`src/rtl/timer_button_ctrl.sv`:
```
// Five-channel button conditioner: 2-flop sync, debounce, one-cycle press pulses.
// Define TIMER_BTN_AUTOREPEAT_EN to add hold-to-repeat on the min/sec channels.
module timer_button_ctrl #(
  parameter int unsigned DEBOUNCE_CYCLES = 20,
  parameter int unsigned REPEAT_DELAY    = 500,
  parameter int unsigned REPEAT_PERIOD   = 100
) (
  input  logic       clk,
  input  logic       rst,
  input  logic       btn_min,
  input  logic       btn_sec,
  input  logic       btn_start,
  input  logic       btn_reset,
  input  logic       btn_clear,
  output logic       min_set_p,
  output logic       sec_set_p,
  output logic       start_stop_p,
  output logic       reset_p,
  output logic       clear_set_p,
  output logic [4:0] btn_level
);

  localparam int unsigned CNT_W = (DEBOUNCE_CYCLES > 1) ? $clog2(DEBOUNCE_CYCLES) : 1;
  localparam logic [CNT_W-1:0] CNT_LAST = CNT_W'(DEBOUNCE_CYCLES - 1);

  logic [4:0]       btn_raw;
  logic [4:0]       s1;
  logic [4:0]       s2;
  logic [4:0]       stable;
  logic [4:0]       flip;
  logic [4:0]       rise;
  logic [4:0]       rep_fire;
  logic [4:0]       pulse;
  logic [CNT_W-1:0] cnt [5];

  assign btn_raw = {btn_clear, btn_reset, btn_start, btn_sec, btn_min};

  // A flip happens on the Nth consecutive cycle the synced input disagrees with stable.
  always_comb begin
    flip = '0;
    for (int unsigned i = 0; i < 5; i++) begin
      flip[i] = (s2[i] != stable[i]) && (cnt[i] == CNT_LAST);
    end
  end

  assign rise = flip & s2;

  always_ff @(posedge clk or negedge rst) begin
    if (!rst) begin
      s1     <= '0;
      s2     <= '0;
      stable <= '0;
      pulse  <= '0;
      for (int unsigned i = 0; i < 5; i++) begin
        cnt[i] <= '0;
      end
    end else begin
      s1    <= btn_raw;
      s2    <= s1;
      pulse <= rise | rep_fire;
      for (int unsigned i = 0; i < 5; i++) begin
        if (s2[i] == stable[i]) begin
          cnt[i] <= '0;
        end else if (flip[i]) begin
          stable[i] <= s2[i];
          cnt[i]    <= '0;
        end else begin
          cnt[i] <= cnt[i] + 1'b1;
        end
      end
    end
  end

`ifdef TIMER_BTN_AUTOREPEAT_EN
  localparam int unsigned REP_MAX = (REPEAT_DELAY > REPEAT_PERIOD) ? REPEAT_DELAY : REPEAT_PERIOD;
  localparam int unsigned HOLD_W  = $clog2(REP_MAX + 1);
  localparam logic [HOLD_W-1:0] DLY_LAST = HOLD_W'(REPEAT_DELAY - 1);
  localparam logic [HOLD_W-1:0] PER_LAST = HOLD_W'(REPEAT_PERIOD - 1);

  typedef enum logic [1:0] {REP_IDLE, REP_DELAY, REP_PERIOD} rep_state_t;

  logic [1:0] fall;
  logic [1:0] rep_lo;

  assign fall     = flip[1:0] & ~s2[1:0];
  assign rep_fire = {3'b000, rep_lo};

  for (genvar g = 0; g < 2; g++) begin : g_rep
    rep_state_t        state;
    rep_state_t        state_nxt;
    logic [HOLD_W-1:0] hcnt;
    logic [HOLD_W-1:0] hcnt_nxt;
    logic              fire;

    always_ff @(posedge clk or negedge rst) begin
      if (!rst) begin
        state <= REP_IDLE;
        hcnt  <= '0;
      end else begin
        state <= state_nxt;
        hcnt  <= hcnt_nxt;
      end
    end

    // The press pulse and entry into REP_DELAY share an edge, so hcnt counts from the pulse.
    always_comb begin
      state_nxt = state;
      hcnt_nxt  = hcnt;
      case (state)
        REP_IDLE: begin
          if (rise[g]) begin
            state_nxt = REP_DELAY;
            hcnt_nxt  = '0;
          end
        end
        REP_DELAY: begin
          if (fall[g]) begin
            state_nxt = REP_IDLE;
            hcnt_nxt  = '0;
          end else if (hcnt == DLY_LAST) begin
            state_nxt = REP_PERIOD;
            hcnt_nxt  = '0;
          end else begin
            hcnt_nxt = hcnt + 1'b1;
          end
        end
        REP_PERIOD: begin
          if (fall[g]) begin
            state_nxt = REP_IDLE;
            hcnt_nxt  = '0;
          end else if (hcnt == PER_LAST) begin
            hcnt_nxt = '0;
          end else begin
            hcnt_nxt = hcnt + 1'b1;
          end
        end
        default: begin
          state_nxt = REP_IDLE;
          hcnt_nxt  = '0;
        end
      endcase
    end

    always_comb begin
      fire = 1'b0;
      if (!fall[g]) begin
        fire = ((state == REP_DELAY) && (hcnt == DLY_LAST)) ||
               ((state == REP_PERIOD) && (hcnt == PER_LAST));
      end
    end

    assign rep_lo[g] = fire;
  end
`else
  assign rep_fire = '0;
`endif

  assign min_set_p    = pulse[0];
  assign sec_set_p    = pulse[1];
  assign start_stop_p = pulse[2];
  assign reset_p      = pulse[3];
  assign clear_set_p  = pulse[4];
  assign btn_level    = stable;

endmodule

```
`config.mk`:
```
export PLATFORM = sky130hd
export DESIGN_NAME = timer_button_ctrl
export DESIGN_NICKNAME = d
export VERILOG_FILES = /design/src/rtl/timer_button_ctrl.sv
export SDC_FILE = /design/constraint.sdc
export NUM_CORES = 1
export LEC_CHECK = 0
export BUFFER_PORTS_ARGS = -buffer_cell sky130_fd_sc_hd__buf_2
export CORE_MARGIN = 3
export CORE_UTILIZATION = 54
export CTS_CLUSTER_SIZE = 20
export DETAILED_ROUTE_END_ITERATION = 10
export PLACE_DENSITY = 0.73
export SETUP_SLACK_MARGIN = 0.1
export SLEW_MARGIN = 20
export SYNTH_ARGS = -nofsm -noshare
export SYNTH_HDL_FRONTEND = slang
export SYNTH_SLANG_ARGS = --single-unit
export TNS_END_PERCENT = 50
```
`constraint.sdc`:
```
create_clock -name clk -period 1.6 [get_ports clk]
set_clock_uncertainty 0.05 [all_clocks]
set_input_delay 0.32 -clock clk [delete_from_list [all_inputs] [get_ports clk]]
set_output_delay 0.32 -clock clk [all_outputs]
set_load 0.01 [all_outputs]
```
After elaboration in Yosys (flattened, before gate mapping)
Cells that the tools add are included.

$add $sub $neg: 5. Equal/unequal tests: 15. Muxes and demuxes: 10. Bitwise operators: 6. Reductions and logical operators: 10.

Operators by type and width (number): 5-bit two-way mux (10); 5-bit by 1-bit adder with 5-bit output, second input constant (5); 5-bit == test, second input constant (5); 2-bit AND reduction (5); 5-bit AND (1); 1-bit == test (5); 1-bit logical AND (5); 1-bit != test (5); 1-bit inverter (5).

Flip-flop bits (word level): 45. Input port bits: 7. Output and inout bits: 10. Logic and storage cells: 59.

Depth between registers and ports, before layout
Gate-level depths: netlist of run 1.

Depth in word-level cells: 4. Depth in mapped cells: 4. Depth with buffers taken out: 4.

Worst setup path before layout of run 1
OpenSTA, ideal clock, no wires.

Path type: flip-flop to flip-flop. From: reg cnt[5] (netlist bit). To: reg stable[3] (netlist: btn_level[3]). Library setup time: 0.128 ns. Data arrival time: 1.086 ns. Required time: 1.422 ns. Setup slack: 0.336 ns. Cell stages (with the launch flop): 4. Buffers on the path: 0. Period minus slack after synthesis: 1.264 ns. Path through: dfrtp_1 -> ha_1 -> nor3b_4 -> mux2_1.

Word-level cells in the longest chain between the ends: 3.

RTL lines: start: declaration (RTL line 34) `logic [CNT_W-1:0] cnt [5];`; start signal: indexed assignment (RTL line 68) `cnt[i] <= cnt[i] + 1'b1;`; 5-bit == test (RTL line 42) `flip[i] = (s2[i] != stable[i]) && (cnt[i] == CNT_LAST);`; 1-bit logical AND (RTL line 42); 2-bit AND reduction (no source line); end signal: indexed assignment (RTL line 65) `stable[i] <= s2[i];`; end: declaration (RTL line 29) `logic [4:0] stable;`.

No other way between the ends. A chain may end at the register's enable or synchronous reset.

Worst setup path in the final report of run 1
Same ends and word-level chain as after synthesis.

==> results.sh, run 1 <==
export IMPL_status="finished, final reports clean"
export IMPL_rsz0062_at_grt="no"
export IMPL_slew_violations=0
export IMPL_crit_type="register to register"
export IMPL_ys_seq_elements=45
export IMPL_initial_utilization_pct=57.2
export IMPL_synth_area_leader_cell="dfrtp_1"
export IMPL_top_layer="met4"
export IMPL_yosys_top_cells_area="dfrtp_1 (63%), xor2_1 (6.4%), nor2_1 (3.6%)"
export IMPL_cts_tree="done"
export IMPL_n_fill_cell=262
export IMPL_min_period_over_period_pct=85.5
export IMPL_die_w_um=63.3
export IMPL_drc_errors=0
export IMPL_path_max_fanout=5
export IMPL_finish_instance_area_um2=2040
export IMPL_slew_headroom_pct=72.4
export IMPL_dr_wl_met2_um=1330
export IMPL_layout_setup_ws_ns=0.232
export IMPL_antenna_left=0
export IMPL_drive_gt1_share_pct=17.5
export IMPL_die_area_um2=4010
export IMPL_synth_compound_area_share_pct=1.41
export IMPL_drt_iter0_drc=34
export IMPL_drv_cap=0
export IMPL_worstPathArrival_ns=1.55
export IMPL_wire_per_inst_um=13.0
export IMPL_ys_warn_count=0
export IMPL_setup_viol=0
export IMPL_dp_slack_ns=0.264
export IMPL_routed_wl_met3_um=117
export IMPL_fmax_ghz=0.731
export IMPL_diodes=0
export IMPL_period_needed_ns=1.37
export IMPL_grt_first_pass_wirelength_um=5050
export IMPL_nets=171
export IMPL_ys_seq_area_share_pct=63.5
export IMPL_synthMuxAreaShare_pct=3.17
export IMPL_placed_cell_area_um2=1930
export IMPL_io_buffer_count=16
export IMPL_avgSynthCellArea_um2=13.8
export IMPL_grt_pass1_vias=1166
export IMPL_tightest_slew_ns=0.414
export IMPL_leakage_nw=0.990
export IMPL_detailed_place_hpwl_um=1910
export IMPL_wirelength_um=2660
export IMPL_synth_top_family_by_area="simple AND/OR/NAND/NOR gates"
export IMPL_hold_viol=0
export IMPL_numCtsBuffers=5
export IMPL_grt_remaining_overflow=0
export IMPL_clock_path_buffers=2
export IMPL_core_area_um2=3100
export IMPL_num_rows=20
export IMPL_ir_drop_mv=0.685
export IMPL_startpoint_type="register"
export IMPL_cts_setup_buffers=0
export IMPL_dpl_cell_count=190
export IMPL_clk_pin_slew_worst_paths_ns=0.12
export IMPL_grt_max_degree=29
export IMPL_grt_antenna_before_repair=0
export IMPL_vias_per_cell=5.09
export IMPL_htreeDepth=2
export IMPL_fin_cells=204
export IMPL_io_pins=17
export IMPL_synth_simple_gate_area_share_pct=18.9
export IMPL_fin_setup_tns_ns=0
export IMPL_p_total_mw=1.85
export IMPL_synthDistinctLibCells=26
export IMPL_synth_adder_area_share_pct=3.53
export IMPL_num_vias=1039
export IMPL_die_h_um=63.3
export IMPL_dr_pass1_iters=4
export IMPL_area_delta_synth_final_pct=15.1
export IMPL_track_usage_pct=16.6
export IMPL_mostFrequentLayoutCells="dfrtp_1 (45), nor2_1 (17), buf_2 (16)"
export IMPL_clock_latency_ns=0.35
export IMPL_syn_cell_area_um2=1770
export IMPL_power_density_nw_per_um2=908
export IMPL_synth_nets=141
export IMPL_synth_top_cell_area_share_pct=63.5
export IMPL_wl_met1_um=1180
export IMPL_critPathRequiredTime_ns=1.79
export IMPL_hold_path_class="register to register"
export IMPL_synth_xor_area_share_pct=9.31
export IMPL_final_common_cell="dfrtp_1"
export IMPL_cts_sinks=45
export IMPL_gp_congestion=0.783
export IMPL_netlist_instances=129
export IMPL_root_buffer="clkbuf_4"
export IMPL_crit_path_end_kind="register"
==> path summary, 6_finish.rpt <==
| kind | cells after the start | end | slack (ns) | from |
|---|---|---|---|---|
| setup reg to reg | 3 | btn_level[3] | 0.23 | cnt[5] |
| min in group asynchronous | 2 | cnt[4] | 0.38 | rst |
| hold reg to reg | 0 | s2[3] | 0.31 | s1[3] |
| hold / removal | 0 | s2[3] | 0.31 | s1[3] |
| max in group asynchronous | 3 | cnt[7] | 0.64 | rst |
| setup / recovery | 3 | btn_level[3] | 0.23 | cnt[5] |
==> metal layers <==
| metal | up-vias | global-route usage (%) |
|---|---|---|
| li1 | 501 | - |
| met1 | 511 | 18.9 |
| met2 | 23 | 27.6 |
| met3 | 4 | 7.13 |
| met4 | 0 | 6.47 |
| met5 | - | 0 |
==> per-stage QoR <==
step | utilization [%] | hold WS, ns
floorplan | - | -0.0256
global placement | 62.2 | 0.224
detailed placement | 62.2 | 0.232
CTS | 64.8 | 0.00169
global route | 65.8 | 0.319
finish | 65.8 | 0.307
==> logic make-up after synthesis <==
family | Yosys count
AND/OR/NAND/NOR | 51
AO/OA/AOI/OAI | 4
flip-flops | 45
XOR/XNOR | 18
buffers and inverters | 1
multiplexers | 5
adder cells (fa/ha/maj) | 5
==> flip-flops by register name, summed over array words and instances (netlist names) <==
signal     cells
btn_level      5
cnt           25
pulse          5
s1             5
s2             5
==> worst max-delay path, cell delays in order (launching register included) <==
cell and delay (ns):
dfrtp_1 0.39, ha_1 0.24, nor3b_4 0.25, mux2_1 0.34
==> synthesized netlist by cell type <==
| cell | number |
|---|---|
| and2_1 | 2 |
| a21oi_1 | 2 |
| ha_1 | 5 |
| nand4bb_4 | 2 |
| nand2b_4 | 1 |
| inv_1 | 1 |
| nand2b_1 | 1 |
| nand2_1 | 4 |
| nor2_1 | 17 |
| xnor2_2 | 1 |
| a21o_1 | 1 |
| nand3_1 | 10 |
| xor2_1 | 13 |
| xnor2_1 | 4 |
| nand3b_1 | 1 |
| or2b_1 | 1 |
| nor3_1 | 1 |
| nor2b_1 | 1 |
| nor3b_4 | 1 |
| mux2_1 | 5 |
| nor3b_1 | 4 |
| and3b_1 | 1 |
| nand4bb_1 | 2 |
| a211oi_1 | 1 |
| dfrtp_1 | 45 |
| and3_1 | 2 |
==> what timing repair did <==
item / CTS / global route
gates resized for setup: 0 / 0
hold endpoints to repair: 19 / 3
hold buffers: 3 / 3
==> cell type report <==
| cell class | count | area, um2 | share of cell area [%] |
|---|---|---|---|
| Inverter | 1 | 3.75 | 0.184 |
| Sequential cell | 45 | 1130 | 55.1 |
| Tap cell | 44 | 55.1 | 2.70 |
| Clock buffer | 7 | 45.0 | 2.21 |
| Timing Repair Buffer | 23 | 160 | 7.84 |
| Multi-Input combinational cell | 83 | 644 | 31.6 |
| Clock inverter | 1 | 7.51 | 0.368 |
==> where the power goes <==
group / total [mW] / internal (mW) / switching, mW
Clock: 0.523 / 0.174 / 0.349
Sequential: 1.21 / 1.18 / 0.0330
Combinational: 0.119 / 0.0597 / 0.0596
Total: 1.85 / 1.41 / 0.441
(Power assumes the default switching activity.)
==> inputs of run 2 (changes only) <==
--- a/config.mk
+++ b/config.mk
@@ -5,6 +5,7 @@
 export SDC_FILE = /design/constraint.sdc
 export NUM_CORES = 1
 export LEC_CHECK = 0
+export ABC_AREA = 1
 export BUFFER_PORTS_ARGS = -buffer_cell sky130_fd_sc_hd__buf_2
 export CORE_MARGIN = 3
 export CORE_UTILIZATION = 54
==> run 2 against run 1 <==
Compared with the run above:
- final cell count increased by 33%
- fmax grew 5.0%
- sequential share of layout area shrank 1.9 points
- die area rose by 4.4%
- highest routed layer unchanged
- sequential power hardly changed
- global-route usage grew 0.68 points
- worst hold slack worse by 0.27 ns
- routed wire length grew 13%
- core utilization increased by 0.73 points
==> results.sh, run 2 <==
export IMPL_status="finished, final reports clean"
export IMPL_ys_warn_count=0
export IMPL_leakage_nw=1.10
export IMPL_min_period_over_period_pct=81.5
export IMPL_hold_path_class="primary input to register"
export IMPL_critical_path_depth=1
export IMPL_clock_path_buffers=2
export IMPL_netlist_instances=197
export IMPL_startpoint_type="register"
export IMPL_p_total_mw=1.86
export IMPL_htreeDepth=2
export IMPL_synth_area_leader_cell="dfrtp_1"
export IMPL_yosys_top_cells_area="dfrtp_1 (61%), nand2_1 (9.1%), nor2_1 (6.1%)"
export IMPL_clk_pin_slew_worst_paths_ns=0.12
export IMPL_synth_xor_area_share_pct=2.35
export IMPL_cp_buffers_inverters=1
export IMPL_ys_seq_elements=45
export IMPL_io_pins=17
export IMPL_synth_adder_area_share_pct=3.36
export IMPL_synthMuxAreaShare_pct=0
export IMPL_grt_antenna_before_repair=0
export IMPL_r2r_start="cnt[5]"
export IMPL_vias_per_cell=4.94
export IMPL_synth_compound_area_share_pct=2.56
export IMPL_drc_errors=0
export IMPL_grt_pass1_vias=1366
export IMPL_fin_setup_tns_ns=0
export IMPL_regArea_um2=1130
export IMPL_synth_main_ff_cell="dfrtp_1"
export IMPL_worstPathArrival_ns=0.93
export IMPL_mostFrequentLayoutCells="nand2_1 (45), dfrtp_1 (45), nor2_1 (30)"
export IMPL_synth_edf_count=0
export IMPL_core_area_um2=3180
export IMPL_track_usage_pct=17.3
export IMPL_crit_type="register to primary output"
export IMPL_multiInputGateArea_um2=633
export IMPL_grt_first_pass_wirelength_um=5490
export IMPL_die_h_um=64.7
export IMPL_gp_congestion=0.768
export IMPL_placed_cell_area_um2=2020
export IMPL_finish_instance_area_um2=2110
export IMPL_slowest_stage="dfrtp_1"
export IMPL_num_vias=1339
export IMPL_wirelength_um=3000
export IMPL_dpl_cell_count=258
export IMPL_initial_utilization_pct=58.5
export IMPL_crit_path_start="btn_level[2]"
export IMPL_drive_gt1_share_pct=15.0
export IMPL_area_delta_synth_final_pct=13.7
export IMPL_whs_ns=0.0369
export IMPL_avgSynthCellArea_um2=9.44
export IMPL_path_max_fanout=4
export IMPL_hold_buffers=2
export IMPL_ys_seq_area_share_pct=60.5
export IMPL_fmax_ghz=0.767
export IMPL_grt_remaining_overflow=0
export IMPL_synth_nets=209
export IMPL_tightest_slew_ns=0.231
export IMPL_num_rows=20
export IMPL_cts_tree="done"
export IMPL_cts_resized=0
export IMPL_final_util_pct=66.5
export IMPL_root_buffer="clkbuf_4"
export IMPL_async_flop_share_pct=100
export IMPL_setup_viol=0
export IMPL_antenna_left=0
export IMPL_detailed_place_hpwl_um=2190
export IMPL_synth_common_cells="dfrtp_1 (45), nand2_1 (45), nor2_1 (30)"
export IMPL_critPathRequiredTime_ns=1.23
export IMPL_cts_setup_buffers=0
export IMPL_wire_per_inst_um=11.1
export IMPL_slowest_delay_ns=0.43
export IMPL_slew_violations=0
export IMPL_nets=238
export IMPL_die_area_um2=4190
export IMPL_slew_headroom_pct=84.6
export IMPL_die_w_um=64.7
export IMPL_drv_cap=0
export IMPL_grt_max_degree=46
export IMPL_regMostFlops="cnt"
export IMPL_largest_register_ffs=25
export IMPL_path_cells="buf_2"
export IMPL_layout_setup_ws_ns=0.297
export IMPL_ff2ff_path_depth=6
export IMPL_hold_start="btn_start"
export IMPL_crit_path_end_kind="primary output"
export IMPL_numCtsBuffers=5
export IMPL_dr_pass1_iters=4
export IMPL_drt_iter0_drc=111
export IMPL_critPathTopFamily="flip-flops"
export IMPL_hold_path_cell_count=1
export IMPL_period_needed_ns=1.30
export IMPL_synth_top_family_by_area="simple AND/OR/NAND/NOR gates"
export IMPL_diodes=0
export IMPL_cts_sinks=45
export IMPL_hold_viol=0
export IMPL_fin_cells=271
export IMPL_power_density_nw_per_um2=877
export IMPL_ir_drop_mv=0.595
export IMPL_synth_simple_gate_area_share_pct=25.8
export IMPL_rsz0062_at_grt="no"
export IMPL_dp_slack_ns=0.320
export IMPL_io_buffer_count=16
export IMPL_synth_top_cell_area_share_pct=60.5
export IMPL_syn_cell_area_um2=1860
export IMPL_clock_latency_ns=0.35
export IMPL_n_fill_cell=257
export IMPL_synthDistinctLibCells=13
[run 2: cell types whose count changed after synthesis, sizes merged, moves of 10 or more]
cell,before,now
inv,1,27
nor2,17,32
nand2,4,55
nand4,0,10
xor2,13,0
[run 2: worst paths after layout]
| check | slack, ns | endpoint |
|---|---|---|
| max in group asynchronous | 0.88 | cnt[22] |
| setup reg to reg | 0.30 | cnt[5] |
| setup / recovery | 0.30 | btn_level[2] |
| hold / removal | 0.04 | s1[2] |
| hold reg to reg | 0.30 | s2[2] |
| min in group asynchronous | 0.41 | cnt[13] |
[run 2: power by group]
group	switching [mW]	leakage, nW	internal, mW
sequential	0.0411	0.593	1.18
combinational	0.0756	0.480	0.0590
clock	0.324	0.0265	0.176
[run 2: kinds of logic after synthesis]
| kind of cell | Yosys count |
|---|---|
| AO/OA/AOI/OAI | 8 |
| flip-flops | 45 |
| XOR/XNOR | 5 |
| adder cells (fa/ha/maj) | 5 |
| buffers and inverters | 27 |
| AND/OR/NAND/NOR | 107 |
[run 2: layer usage]
metal  vias up  share of wire [%]  global-route usage, %
met5         -                  0                      0
met4         0                2.6                   8.44
met3         8                4.6                   5.89
met2        33                 51                   29.9
met1       625                 42                   19.0
li1        673                  -                      -
[run 2: final cells by class]
type                            count  area share, %
Timing Repair Buffer               22           7.10
Clock buffer                        8           2.31
Sequential cell                    45           53.3
Multi-Input combinational cell    125           29.9
Tap cell                           44           2.60
Inverter                           27           4.79
==> inputs of run 3 (changes only) <==
--- a/config.mk
+++ b/config.mk
@@ -5,7 +5,7 @@
 export SDC_FILE = /design/constraint.sdc
 export NUM_CORES = 1
 export LEC_CHECK = 0
-export ABC_AREA = 1
+export ABC_AREA = 0
 export BUFFER_PORTS_ARGS = -buffer_cell sky130_fd_sc_hd__buf_2
 export CORE_MARGIN = 3
 export CORE_UTILIZATION = 54
==> constraint.sdc (replaced) <==
create_clock -name clk -period 1.28 [get_ports clk]
set_clock_uncertainty 0.05 [all_clocks]
set_input_delay 0.256 -clock clk [delete_from_list [all_inputs] [get_ports clk]]
set_output_delay 0.256 -clock clk [all_outputs]
set_load 0.01 [all_outputs]
==> run 3 against run 2 <==
Compared with the run above:
- cell area is 20% higher
- core utilization up 15 points
- non-clock buffer count rose by 23
- clock-buffer cell count down 2
- critical endpoint is now btn_level[3]
- largest power group unchanged
==> results.sh, run 3 (synthesis gave the netlist of run 1 again) <==
export IMPL_status="finished, final reports clean"
export IMPL_vias_per_cell=5.03
export IMPL_grt_antenna_before_repair=0
export IMPL_p_comb_share_pct=9.1
export IMPL_hold_path_cell_count=0
export IMPL_hold_viol=0
export IMPL_fmax_ghz=0.781
export IMPL_hold_path_class="register to register"
export IMPL_io_pins=17
export IMPL_whs_ns=0.320
export IMPL_grt_pass1_vias=1206
export IMPL_io_buffer_count=16
export IMPL_startpoint_type="register"
export IMPL_final_common_cell="dfrtp_1"
export IMPL_core_area_um2=3100
export IMPL_largest_register_ffs=25
export IMPL_ff2ff_path_depth=3
export IMPL_crit_type="register to register"
export IMPL_n_fill_cell=177
export IMPL_r2r_end="btn_level[3]"
export IMPL_detailed_place_hpwl_um=1870
export IMPL_leakage_nw=1.14
export IMPL_critical_path_depth=3
export IMPL_die_h_um=63.3
export IMPL_swShare_pct=22.6
export IMPL_critPathTopFamily="flip-flops"
export IMPL_layout_setup_ws_ns=0.000134
export IMPL_slew_headroom_pct=80.1
export IMPL_fin_setup_tns_ns=0
export IMPL_regMostFlops="cnt"
export IMPL_cts_tree="done"
export IMPL_rsz0062_at_grt="yes"
export IMPL_antenna_left=0
export IMPL_ir_drop_mv=0.985
export IMPL_initial_utilization_pct=57.2
export IMPL_root_buffer="clkbuf_4"
export IMPL_num_vias=1137
export IMPL_drt_iter0_drc=29
export IMPL_drv_cap=0
export IMPL_grt_max_degree=46
export IMPL_crit_path_start="cnt[6]"
export IMPL_power_density_nw_per_um2=1060
export IMPL_dp_slack_ns=-0.00312
export IMPL_dr_pass1_iters=4
export IMPL_setup_viol=0
export IMPL_area_delta_synth_final_pct=42.9
export IMPL_clock_path_buffers=2
export IMPL_wire_per_inst_um=14.8
export IMPL_die_w_um=63.3
export IMPL_wirelength_um=3340
export IMPL_die_area_um2=4010
export IMPL_period_needed_ns=1.28
export IMPL_clk_pin_slew_worst_paths_ns=0.13
export IMPL_path_cells="ha_2, nor3b_4, mux2_4"
export IMPL_slew_violations=0
export IMPL_htreeDepth=2
export IMPL_worstPathArrival_ns=1.49
export IMPL_grt_first_pass_wirelength_um=5380
export IMPL_min_period_over_period_pct=100
export IMPL_drive_gt1_share_pct=50.5
export IMPL_clkPwrFrac_pct=33.8
export IMPL_r2r_start="cnt[6]"
export IMPL_dpl_cell_count=197
export IMPL_internal_power_mw=2.08
export IMPL_path_max_fanout=2
export IMPL_cp_buffers_inverters=0
export IMPL_drc_errors=0
export IMPL_seqPwrFrac_pct=57.1
export IMPL_num_rows=20
export IMPL_nets=193
export IMPL_grt_remaining_overflow=0
export IMPL_gp_congestion=0.807
export IMPL_p_switching_mw=0.608
export IMPL_fin_cells=226
export IMPL_crit_path_end_kind="register"
export IMPL_diodes=0
export IMPL_tightest_slew_ns=0.297
export IMPL_cts_sinks=45
export IMPL_slowest_stage="dfrtp_1"
export IMPL_mostFrequentLayoutCells="dfrtp_1 (43), buf_4 (19), buf_2 (16)"
export IMPL_r2r_slack_ns=0.0001
export IMPL_critPathRequiredTime_ns=1.49
export IMPL_crit_path_end="btn_level[3]"
export IMPL_track_usage_pct=17.7
export IMPL_numCtsBuffers=5
export IMPL_clock_latency_ns=0.36
export IMPL_slowest_delay_ns=0.39
-- run 3: cell type report --
type | count | area [um2] | area share [%]
Sequential cell | 45 | 1130 | 44.5
Multi-Input combinational cell | 83 | 922 | 36.4
Timing Repair Buffer | 45 | 337 | 13.3
Tap cell | 44 | 55.1 | 2.17
Clock buffer | 6 | 51.3 | 2.02
Clock inverter | 2 | 37.5 | 1.48
Inverter | 1 | 3.75 | 0.148
-- run 3: power by group through the flow --
stage	Clock, mW	Sequential (mW)	Combinational, mW
floorplan	0	1.53	0.0804
global placement	0	1.54	0.140
detailed placement	0	1.55	0.151
CTS	0.928	1.53	0.194
global route	0.982	1.54	0.273
finish	0.909	1.53	0.244
-- run 3: how the worst min path moves through the flow --
| stage | start | endpoint | slack (ns) |
|---|---|---|---|
| floorplan | rst | btn_level[0] | -0.09 |
| global placement | rst | cnt[22] | 0.20 |
| detailed placement | rst | cnt[23] | 0.20 |
| CTS | s1[2] | s2[2] | 0.32 |
| global route | s1[3] | s2[3] | 0.33 |
| finish | s1[2] | s2[2] | 0.32 |
-- run 3: stage by stage --
stage | power, mW | utilization, % | instance area [um2]
2_1_floorplan | 1.61 | - | 1780
3_3_place_gp | 1.68 | 64.2 | 1990
3_5_place_dp | 1.70 | 64.2 | 1990
4_1_cts | 2.65 | 74.2 | 2300
5_1_grt | 2.80 | 81.7 | 2530
6_report | 2.69 | 81.7 | 2530
-- run 3: repair_timing --
item | 4_1_cts | 5_1_grt
endpoints found under the setup margin | 34 | 41
buffers inserted | 12 | 3
hold buffers | 6 | 0
pin swaps | 3 | 16
gates resized for setup | 13 | 42
hold endpoints to repair | 50 | 0
-- run 3: routing by layer --
metal | wire [um] | track usage (%)
met2 | 1750 | 28.8
met1 | 1410 | 22.1
met3 | 108 | 4.28
met5 | 0 | 0
met4 | 78 | 8.89
